File: config.mk
export PLATFORM = sky130hd
export DESIGN_NAME = fft8_stream_ctrl
export DESIGN_NICKNAME = d
export VERILOG_FILES = /design/src/rtl/fft8_pkg.sv /design/src/rtl/fft8_frame_buf.sv /design/src/rtl/fft8_stream_ctrl.sv
export SDC_FILE = /design/constraint.sdc
export NUM_CORES = 2
export LEC_CHECK = 0
export ABC_CLOCK_PERIOD_IN_PS = 4260
export BUFFER_PORTS_ARGS = -buffer_cell sky130_fd_sc_hd__buf_2
export CAP_MARGIN = 20
export CORE_AREA = 2 2 458 460
export CTS_CLUSTER_DIAMETER = 120
export DETAILED_ROUTE_END_ITERATION = 8
export DIE_AREA = 0 0 460 462
export PLACE_DENSITY = 0.42
export SKIP_CTS_REPAIR_TIMING = 1
export SLEW_MARGIN = 20
export SYNTH_ARGS = -nofsm -noshare
export SYNTH_HDL_FRONTEND = slang
export SYNTH_SLANG_ARGS = --single-unit
File: constraint.sdc
create_clock -name clk -period 4.26 [get_ports clk]
set_input_delay 0.639 -clock clk [delete_from_list [all_inputs] [get_ports clk]]
set_output_delay 0.639 -clock clk [all_outputs]
set_load 0.1 [all_outputs]
File: src/rtl/fft8_pkg.sv
// Shared widths, FSM states and Q16.16 constants for the 8-point FFT stream
// controller and its frame buffers.
package fft8_pkg;

   localparam int DW = 32;
   localparam int N  = 8;
   localparam int IW = 3;

   localparam logic [DW-1:0] ONE  = 32'h0001_0000;
   localparam logic [DW-1:0] ZERO = 32'h0000_0000;

   typedef enum logic [1:0] {
      LOAD   = 2'd0,
      WAIT   = 2'd1,
      UNLOAD = 2'd2
   } state_t;

   function automatic logic [DW-1:0] slice(input logic [N*DW-1:0] flat,
                                           input logic [IW-1:0]   k);
      return flat[int'(k)*DW +: DW];
   endfunction

endpackage

File: src/rtl/fft8_frame_buf.sv
// Eight-entry complex register file: indexed write or whole-frame load,
// flat parallel read and indexed read mux.
module fft8_frame_buf
   import fft8_pkg::*;
(
   input  logic              clk,
   input  logic              rst,
   input  logic              we,
   input  logic [IW-1:0]     widx,
   input  logic [DW-1:0]     wre,
   input  logic [DW-1:0]     wim,
   input  logic              ld,
   input  logic [N*DW-1:0]   ld_re,
   input  logic [N*DW-1:0]   ld_im,
   input  logic [IW-1:0]     ridx,
   output logic [N*DW-1:0]   flat_re,
   output logic [N*DW-1:0]   flat_im,
   output logic [DW-1:0]     rd_re,
   output logic [DW-1:0]     rd_im
);

   logic [N*DW-1:0] mem_re_q, mem_re_d;
   logic [N*DW-1:0] mem_im_q, mem_im_d;

   always_comb begin
      mem_re_d = mem_re_q;
      mem_im_d = mem_im_q;
      if (ld) begin
         mem_re_d = ld_re;
         mem_im_d = ld_im;
      end else if (we) begin
         mem_re_d[int'(widx)*DW +: DW] = wre;
         mem_im_d[int'(widx)*DW +: DW] = wim;
      end
   end

   always_ff @(posedge clk) begin
      if (rst) begin
         mem_re_q <= '0;
         mem_im_q <= '0;
      end else begin
         mem_re_q <= mem_re_d;
         mem_im_q <= mem_im_d;
      end
   end

   assign flat_re = mem_re_q;
   assign flat_im = mem_im_q;
   assign rd_re   = slice(mem_re_q, ridx);
   assign rd_im   = slice(mem_im_q, ridx);

endmodule

File: src/rtl/fft8_stream_ctrl.sv
// Streams 8 complex samples into the FFT core, waits its latency, then
// streams the 8 bins back out in natural order with backpressure.
module fft8_stream_ctrl
   import fft8_pkg::*;
#(
   parameter int CORE_LAT = 2
)(
   input  logic              clk,
   input  logic              rst,
   input  logic              in_valid,
   output logic              in_ready,
   input  logic [DW-1:0]     in_re,
   input  logic [DW-1:0]     in_im,
   output logic [N*DW-1:0]   core_x_re,
   output logic [N*DW-1:0]   core_x_im,
   input  logic [N*DW-1:0]   core_X_re,
   input  logic [N*DW-1:0]   core_X_im,
   output logic              out_valid,
   input  logic              out_ready,
   output logic [DW-1:0]     out_re,
   output logic [DW-1:0]     out_im,
   output logic [IW-1:0]     out_idx,
   output logic              out_last,
   output logic              busy,
   output logic [15:0]       frame_cnt
);

   state_t          state_q, state_d;
   logic [IW-1:0]   k_q, k_d;
   logic [3:0]      cnt_q, cnt_d;
   logic            out_valid_q, out_valid_d;
   logic [IW-1:0]   out_idx_q, out_idx_d;
   logic            out_last_q, out_last_d;
   logic [DW-1:0]   out_re_q, out_re_d;
   logic [DW-1:0]   out_im_q, out_im_d;
   logic [15:0]     frame_cnt_q, frame_cnt_d;
   logic            cap;
   logic            in_fire, out_fire;
   logic [IW-1:0]   ob_ridx;
   logic [DW-1:0]   ob_rd_re, ob_rd_im;

   assign in_ready = (state_q == LOAD);
   assign busy     = (state_q != LOAD);
   assign in_fire  = in_valid && in_ready;
   assign out_fire = out_valid_q && out_ready;
   assign ob_ridx  = out_idx_q + 3'd1;

   fft8_frame_buf u_in_buf (
      .clk     (clk),
      .rst     (rst),
      .we      (in_fire),
      .widx    (k_q),
      .wre     (in_re),
      .wim     (in_im),
      .ld      (1'b0),
      .ld_re   ('0),
      .ld_im   ('0),
      .ridx    ('0),
      .flat_re (core_x_re),
      .flat_im (core_x_im),
      .rd_re   (),
      .rd_im   ()
   );

   fft8_frame_buf u_out_buf (
      .clk     (clk),
      .rst     (rst),
      .we      (1'b0),
      .widx    ('0),
      .wre     ('0),
      .wim     ('0),
      .ld      (cap),
      .ld_re   (core_X_re),
      .ld_im   (core_X_im),
      .ridx    (ob_ridx),
      .flat_re (),
      .flat_im (),
      .rd_re   (ob_rd_re),
      .rd_im   (ob_rd_im)
   );

   always_ff @(posedge clk) begin
      if (rst) begin
         state_q <= LOAD;
      end else begin
         state_q <= state_d;
      end
   end

   always_comb begin
      state_d = state_q;
      unique case (state_q)
         LOAD:    if (in_fire && k_q == 3'd7) state_d = WAIT;
         WAIT:    if (cnt_q == 4'd1) state_d = UNLOAD;
         UNLOAD:  if (out_fire && out_idx_q == 3'd7) state_d = LOAD;
         default: state_d = LOAD;
      endcase
   end

   always_comb begin
      k_d         = k_q;
      cnt_d       = cnt_q;
      cap         = 1'b0;
      out_valid_d = out_valid_q;
      out_idx_d   = out_idx_q;
      out_last_d  = out_last_q;
      out_re_d    = out_re_q;
      out_im_d    = out_im_q;
      frame_cnt_d = frame_cnt_q;
      unique case (state_q)
         LOAD: begin
            if (in_fire) begin
               k_d = k_q + 3'd1;
               if (k_q == 3'd7) cnt_d = 4'(CORE_LAT);
            end
         end
         WAIT: begin
            cnt_d = cnt_q - 4'd1;
            if (cnt_q == 4'd1) begin
               // Bin 0 comes straight from the core; the buffer fills this edge.
               cap         = 1'b1;
               out_valid_d = 1'b1;
               out_idx_d   = '0;
               out_last_d  = 1'b0;
               out_re_d    = slice(core_X_re, '0);
               out_im_d    = slice(core_X_im, '0);
            end
         end
         UNLOAD: begin
            if (out_fire) begin
               out_idx_d  = ob_ridx;
               out_re_d   = ob_rd_re;
               out_im_d   = ob_rd_im;
               out_last_d = (out_idx_q == 3'd6);
               if (out_idx_q == 3'd7) begin
                  out_valid_d = 1'b0;
                  frame_cnt_d = frame_cnt_q + 16'd1;
               end
            end
         end
         default: ;
      endcase
   end

   always_ff @(posedge clk) begin
      if (rst) begin
         k_q         <= '0;
         cnt_q       <= '0;
         out_valid_q <= 1'b0;
         out_idx_q   <= '0;
         out_last_q  <= 1'b0;
         out_re_q    <= '0;
         out_im_q    <= '0;
         frame_cnt_q <= '0;
      end else begin
         k_q         <= k_d;
         cnt_q       <= cnt_d;
         out_valid_q <= out_valid_d;
         out_idx_q   <= out_idx_d;
         out_last_q  <= out_last_d;
         out_re_q    <= out_re_d;
         out_im_q    <= out_im_d;
         frame_cnt_q <= frame_cnt_d;
      end
   end

   assign out_valid = out_valid_q;
   assign out_idx   = out_idx_q;
   assign out_last  = out_last_q;
   assign out_re    = out_re_q;
   assign out_im    = out_im_q;
   assign frame_cnt = frame_cnt_q;

endmodule

* Yosys cells after proc, flatten, opt, wreduce, memory -nomap -nowiden
Index checks and enable logic that the tools add are counted.
W data, S select, Z words.
** Word-level totals
- Bits in writable memories :: 0
- ROM bits :: 0
- Word-level logic and storage cells :: 77
- Bits in latches :: 0
- Output and inout bits :: 599
- Memories :: 0
- Flip-flop bits (word level) :: 1118
** Cells by class
- Multiplexer cells :: 27
- Shift operators :: 5
- Bitwise logic cells :: 0
- Eq/ne operators :: 13
- Add/subtract/negate cells :: 5
- Multipliers :: 0
- Reduce and logical (&&, ||, !) cells :: 14
- Divide/modulo/power cells :: 0
- Order comparisons :: 0
** Operators with widths (count)
- $bwmux W256 :: 2
- $shiftx A256 B9 Y32 :: 2
- $shiftx A32 B33 Y256 :: 2
- $shift A32 B33 Y256 const A :: 1
- $mux W32 :: 4
- $pmux W32 S2 :: 2
- $neg A8 Y33 :: 1
- $add A16 B1 Y16 const B :: 1
- $reduce_and A3 Y1 :: 4
- $eq A3 B3 Y1 const B :: 3
- $mux W4 :: 2
- $ne A2 B2 Y1 const B :: 4
- $pmux W4 S2 :: 1
- $mux W1 :: 7
- $add A3 B1 Y3 const B :: 2
- $mux W2 :: 3
- $mux W3 :: 2
- $ne A2 B1 Y1 const B :: 3
- $pmux W2 S3 :: 1
- $pmux W3 S2 :: 1
- $reduce_bool A2 Y1 :: 3
- $eq A4 B1 Y1 const B :: 1
- $logic_and A1 B1 Y1 :: 4
- $pmux W1 S2 :: 2
- 6 further kinds :: 6

* Logic depth before layout (Yosys ltp)
- Word-level depth :: 5
- Mapped depth :: 12

* Cells and area by module
Synthesis repeated with hierarchy kept, for this count alone.
** Unflattened totals
- Cells, all modules :: 5190
- Area, all modules :: 54078.1 sq um
** By module, submodules not included
- fft8_frame_buf at u_in_buf :: area each 25027.8 sq um, times used 1, cells each 2347, seq. area each 10249.8 sq um
- fft8_frame_buf at u_out_buf :: area each 24873.9 sq um, times used 1, cells each 2318, seq. area each 10249.8 sq um
- fft8_stream_ctrl :: area each 4176.5 sq um, times used 1, cells each 525, seq. area each 1881.8 sq um

* Worst setup path before layout
OpenSTA, ideal clock, no wires.
- Path kind :: register -> register
- From :: register out_idx_q[0] (netlist: out_idx[0])
- To :: register out_im_q[18] (netlist: out_im[18])
- Stages on the path, launching flop included :: 13
- Path slack :: 433 ps
- Arrival time :: 3695 ps
- Path buffers :: 6
- Setup time :: 132 ps
- Path through :: dfxtp_1 clkbuf_1 buf_2 buf_1 inv_1 ha_1 clkbuf_1 buf_2 buf_1 mux2i_1 o22ai_1 nor4_1 nor3_1
** Between the ends
- Longest elaborated chain between the ends :: 4
** Ends and longest elaborated chain
- from (decl) :: line fft8_stream_ctrl.sv:32 : logic [IW-1:0] out_idx_q, out_idx_d;
- from (signal assigned) :: line fft8_stream_ctrl.sv:159 : out_idx_q <= out_idx_d;
- $add A3 B1 Y3 :: line fft8_stream_ctrl.sv:46 : assign ob_ridx = out_idx_q + 3'd1;
- $shiftx A256 B9 Y32 :: line fft8_pkg.sv:20 : return flat[int'(k)*DW +: DW];
- $mux W32 :: line fft8_stream_ctrl.sv:130 : if (out_fire) begin
- $pmux W32 S2 :: line fft8_stream_ctrl.sv:110 : unique case (state_q)
- to (signal assigned) :: line fft8_stream_ctrl.sv:162 : out_im_q <= out_im_d;
- to (decl) :: line fft8_stream_ctrl.sv:35 : logic [DW-1:0] out_im_q, out_im_d;
Every way passes these cells. The select of a mux whose other input is x is not followed.
A chain may end at the register's enable or synchronous reset.

* Final worst setup path
- From :: register state_q[0]
- To :: register out_re_q[25] (netlist: out_re[25])
** Between the ends
- Longest elaborated chain between the ends :: 3
- Elaborated cells between the ends (all ways) :: 7
- Classes of those cells :: eq/ne (4); mux (1); reduce/logical (2)
** Ends and longest elaborated chain
- from (decl) :: line fft8_stream_ctrl.sv:28 : state_t state_q, state_d;
- from (signal assigned) :: line fft8_stream_ctrl.sv:86 : state_q <= state_d;
- $eq A2 B2 Y1 / $eq A2 B1 Y1 (equally long branches) :: line fft8_stream_ctrl.sv:110
- $ne A2 B2 Y1 (no line) / $reduce_bool A2 Y1 (equally long branches)
- $reduce_and A3 Y1 (no line)
- to (signal assigned) :: line fft8_stream_ctrl.sv:161 : out_re_q <= out_re_d;
- to (decl) :: line fft8_stream_ctrl.sv:34 : logic [DW-1:0] out_re_q, out_re_d;
Parallel ways exist; a longest one is shown, timed or not.

==> impl_metrics.yaml <==
status:
  outcome: "complete, no violations"
routing:
  initialDrtViolationCount: 2925
  routedWlPerCell_um: 23.3
  drc: 0
  drt-total-wl_um: 214000
  vias: 41900
  viasPerCell: 4.56
  ant_nets: 0
  first_pass_iters: 8
timing:
  setup_viol: 0
  drv_slew: 0
  fmax_ghz: 0.285
  timing.final.crit_period_ns: 3.51
  slew_headroom_pct: 26.2
  fin_skew_ns: 0.0402
  fin_ws_ns: 0.749
  tns_ns: 0
  period_share_pct: 82.4
  tightest_slew_ns: 1.11
  finalHoldViolations: 0
  grt_setup_unrepaired: "no"
worst_setup_path:
  critPathMaxStageDelay_ns: 1.03
  required_ns: 4.89
  endpoint: "out_re[25]"
  r2r_slack_ns: 0.75
  slowest_stage: "dfxtp_1"
  rr_endpoint: "out_re[25]"
  worst-r2r-cell-count: 6
  crit_arrival_ns: 4.15
  worstPathMaxFanout: 67
  setup.worst_path.start: "state_q[0]"
  rr_startpoint: "state_q[0]"
  crit_chain: "nor2b_1 -> nand2_4 -> buf_12 -> buf_4 -> nor2_1 -> nor4_1"
  end_kind: "flop"
  critPathLaunchType: "flop"
  worstSetupPathType: "reg -> reg"
synthesis:
  synth_seq_area_share_pct: 51.5
  syn_inst: 5362
  synth-edff-count: 0
  synth-seq-cells: 1118
  ys.flop_type: "dfxtp_1"
  async_flop_share_pct: 0
  synthesis.nets: 5953
  synth_cell_type_count: 56
  netlist_area_sq_um: 43500
  syn_area_per_cell_sq_um: 8.11
  synth_warnings: 0
grt:
  grt_max_degree: 167
  grt_pass1_wl_um: 295000
  grt_use_total_pct: 19.1
  antenna_found_initial: 84
  gr-total-overflow: 0
  grt_pass1_vias: 39500
worst_hold_path:
  hold_path.class: "in -> reg"
die:
  initial_core_util_pct: 20.9
  die-area_sq_um: 213000
  io_pins: 1179
  die_w_um: 460
  die_h_um: 462
  core_sq_um: 208000
  rows: 168
layout:
  syn_to_final_growth_pct: 30.1
  drive_above_1_share_pct: 24.2
  final_nets: 6883
  fill_cells: 23000
  layout_common_cells: "nand2_1, buf_2, dfxtp_1, a21oi_1, mux2i_1"
  final_core_util_pct: 27.2
  final_common_cell: "nand2_1"
placement:
  gp_congestion: 0.831
  portBuffers: 1178
  place_ws_ns: 0.766
  dpl.hpwl_um: 155000
clocking:
  cts_root_buf: "clkbuf_16"
  clockBufferDepth: 3
  insertion_delay_ns: 0.81
  clock-sinks: 1118
  path_clk_slew_ns: 0.06
  cts_inserted_buffers: 137
  cts.htree.levels: 4
  cts_tree: "yes"
power_and_ir_drop:
  vdd_drop_max_v: 0.000413
  power.density_nw_per_um2: 428
  p_leak_nw: 21.2
run:
  maxCapViolCount: 0
synthesized netlist by cell type, types with 31 or more instances:
cell type,number,area share (%)
mux2i_1,205,4.7
a21oi_1,961,11
o22ai_1,38,0.55
dfxtp_1,1118,51
nor2_1,152,1.3
clkbuf_1,315,2.7
o21ai_1,95,1.1
buf_2,96,1.1
nand3_1,153,1.8
nor3_1,45,0.52
nand2_1,1741,15
nand3b_1,106,1.8
o2bb2ai_1,38,0.77
buf_4,31,0.54
nor4_1,67,0.96
worst min-delay path by stage:
stage,cells past startpoint,start,to,slack [ns]
CTS,3,core_X_re[233],u_out_buf.flat_re[233],-0.01
global placement,2,u_in_buf.flat_im[150],u_in_buf.flat_im[150],0.44
floorplan,2,u_out_buf.flat_im[161],u_out_buf.flat_im[161],0.43
finish,3,core_X_re[233],u_out_buf.flat_re[233],0.07
global route,3,core_X_re[243],u_out_buf.flat_re[243],0.02
detailed placement,2,u_in_buf.flat_re[62],u_in_buf.flat_re[62],0.44
layer usage:
layer	global-route usage (%)	wire (um)	vias to the layer above
met3	5.45	16100	316
met5	0	422	-
met2	31.9	102000	1451
met4	6.49	5960	64
met1	23.4	89000	20100
li1	-	-	19900
sequential cells by signal, indices dropped and copies added (netlist names), 2 cells and up:
signal / count
out_re: 32
out_idx: 3
frame_cnt: 16
cnt_q: 4
k_q: 3
u_in_buf.flat_re: 256
u_out_buf.flat_im: 256
out_im: 32
u_in_buf.flat_im: 256
state_q: 2
u_out_buf.flat_re: 256
power by group:
part	internal [mW]	leakage, nW	switching [mW]
combinational	0.376	9.91	1.31
clock	7.00	2.25	4.97
sequential	10.5	9.01	0.0346
metrics by stage:
| stage | cell area, sq um | power, mW | cells | hold slack (ns) |
|---|---|---|---|---|
| after floorplan | 43500 | 11.7 | 5362 | 0.433 |
| after global placement | 51900 | 12.5 | 8873 | 0.436 |
| after detailed placement | 51900 | 12.5 | 8873 | 0.441 |
| after CTS | 56400 | 24.6 | 9119 | -0.0127 |
| after global routing | 56500 | 25.0 | 9157 | 0.0197 |
| final | 56600 | 24.2 | 9169 | 0.0722 |
cell type report:
class	instances	area (sq um)	area share (%)
Sequential cell	1118	22400	39.6
Multi-Input combinational cell	3755	19100	33.8
Antenna cell	50	125	0.221
Clock buffer	203	4050	7.17
Clock inverter	43	529	0.936
Inverter	13	48.8	0.0863
Tap cell	2720	3400	6.02
Timing Repair Buffer	1267	6900	12.2
cell families (layout without fill, tap and decap cells):
| family | count (synthesis) | after routing | synth area share (%) |
|---|---|---|---|
| AND/OR/NAND/NOR | 2320 | 2320 | 22.5 |
| AO/OA/AOI/OAI | 1181 | 1181 | 14.3 |
| flip-flops | 1118 | 1118 | 51.5 |
| buffers and inverters | 489 | 1526 | 5.02 |
| multiplexers | 232 | 232 | 6.09 |
| adder cells (fa/ha/maj) | 11 | 11 | 0.317 |
| XOR/XNOR | 11 | 11 | 0.222 |
| other | 0 | 50 | 0 |
worst max-delay path, delay by kind of cell (launching register included):
family                 cells  cell delay [ns]
and+or+nand+nor            4             1.56
buffers and inverters      2             0.68
DFF                        1             1.03
No activity file was read; power rests on OpenSTA's default activity.
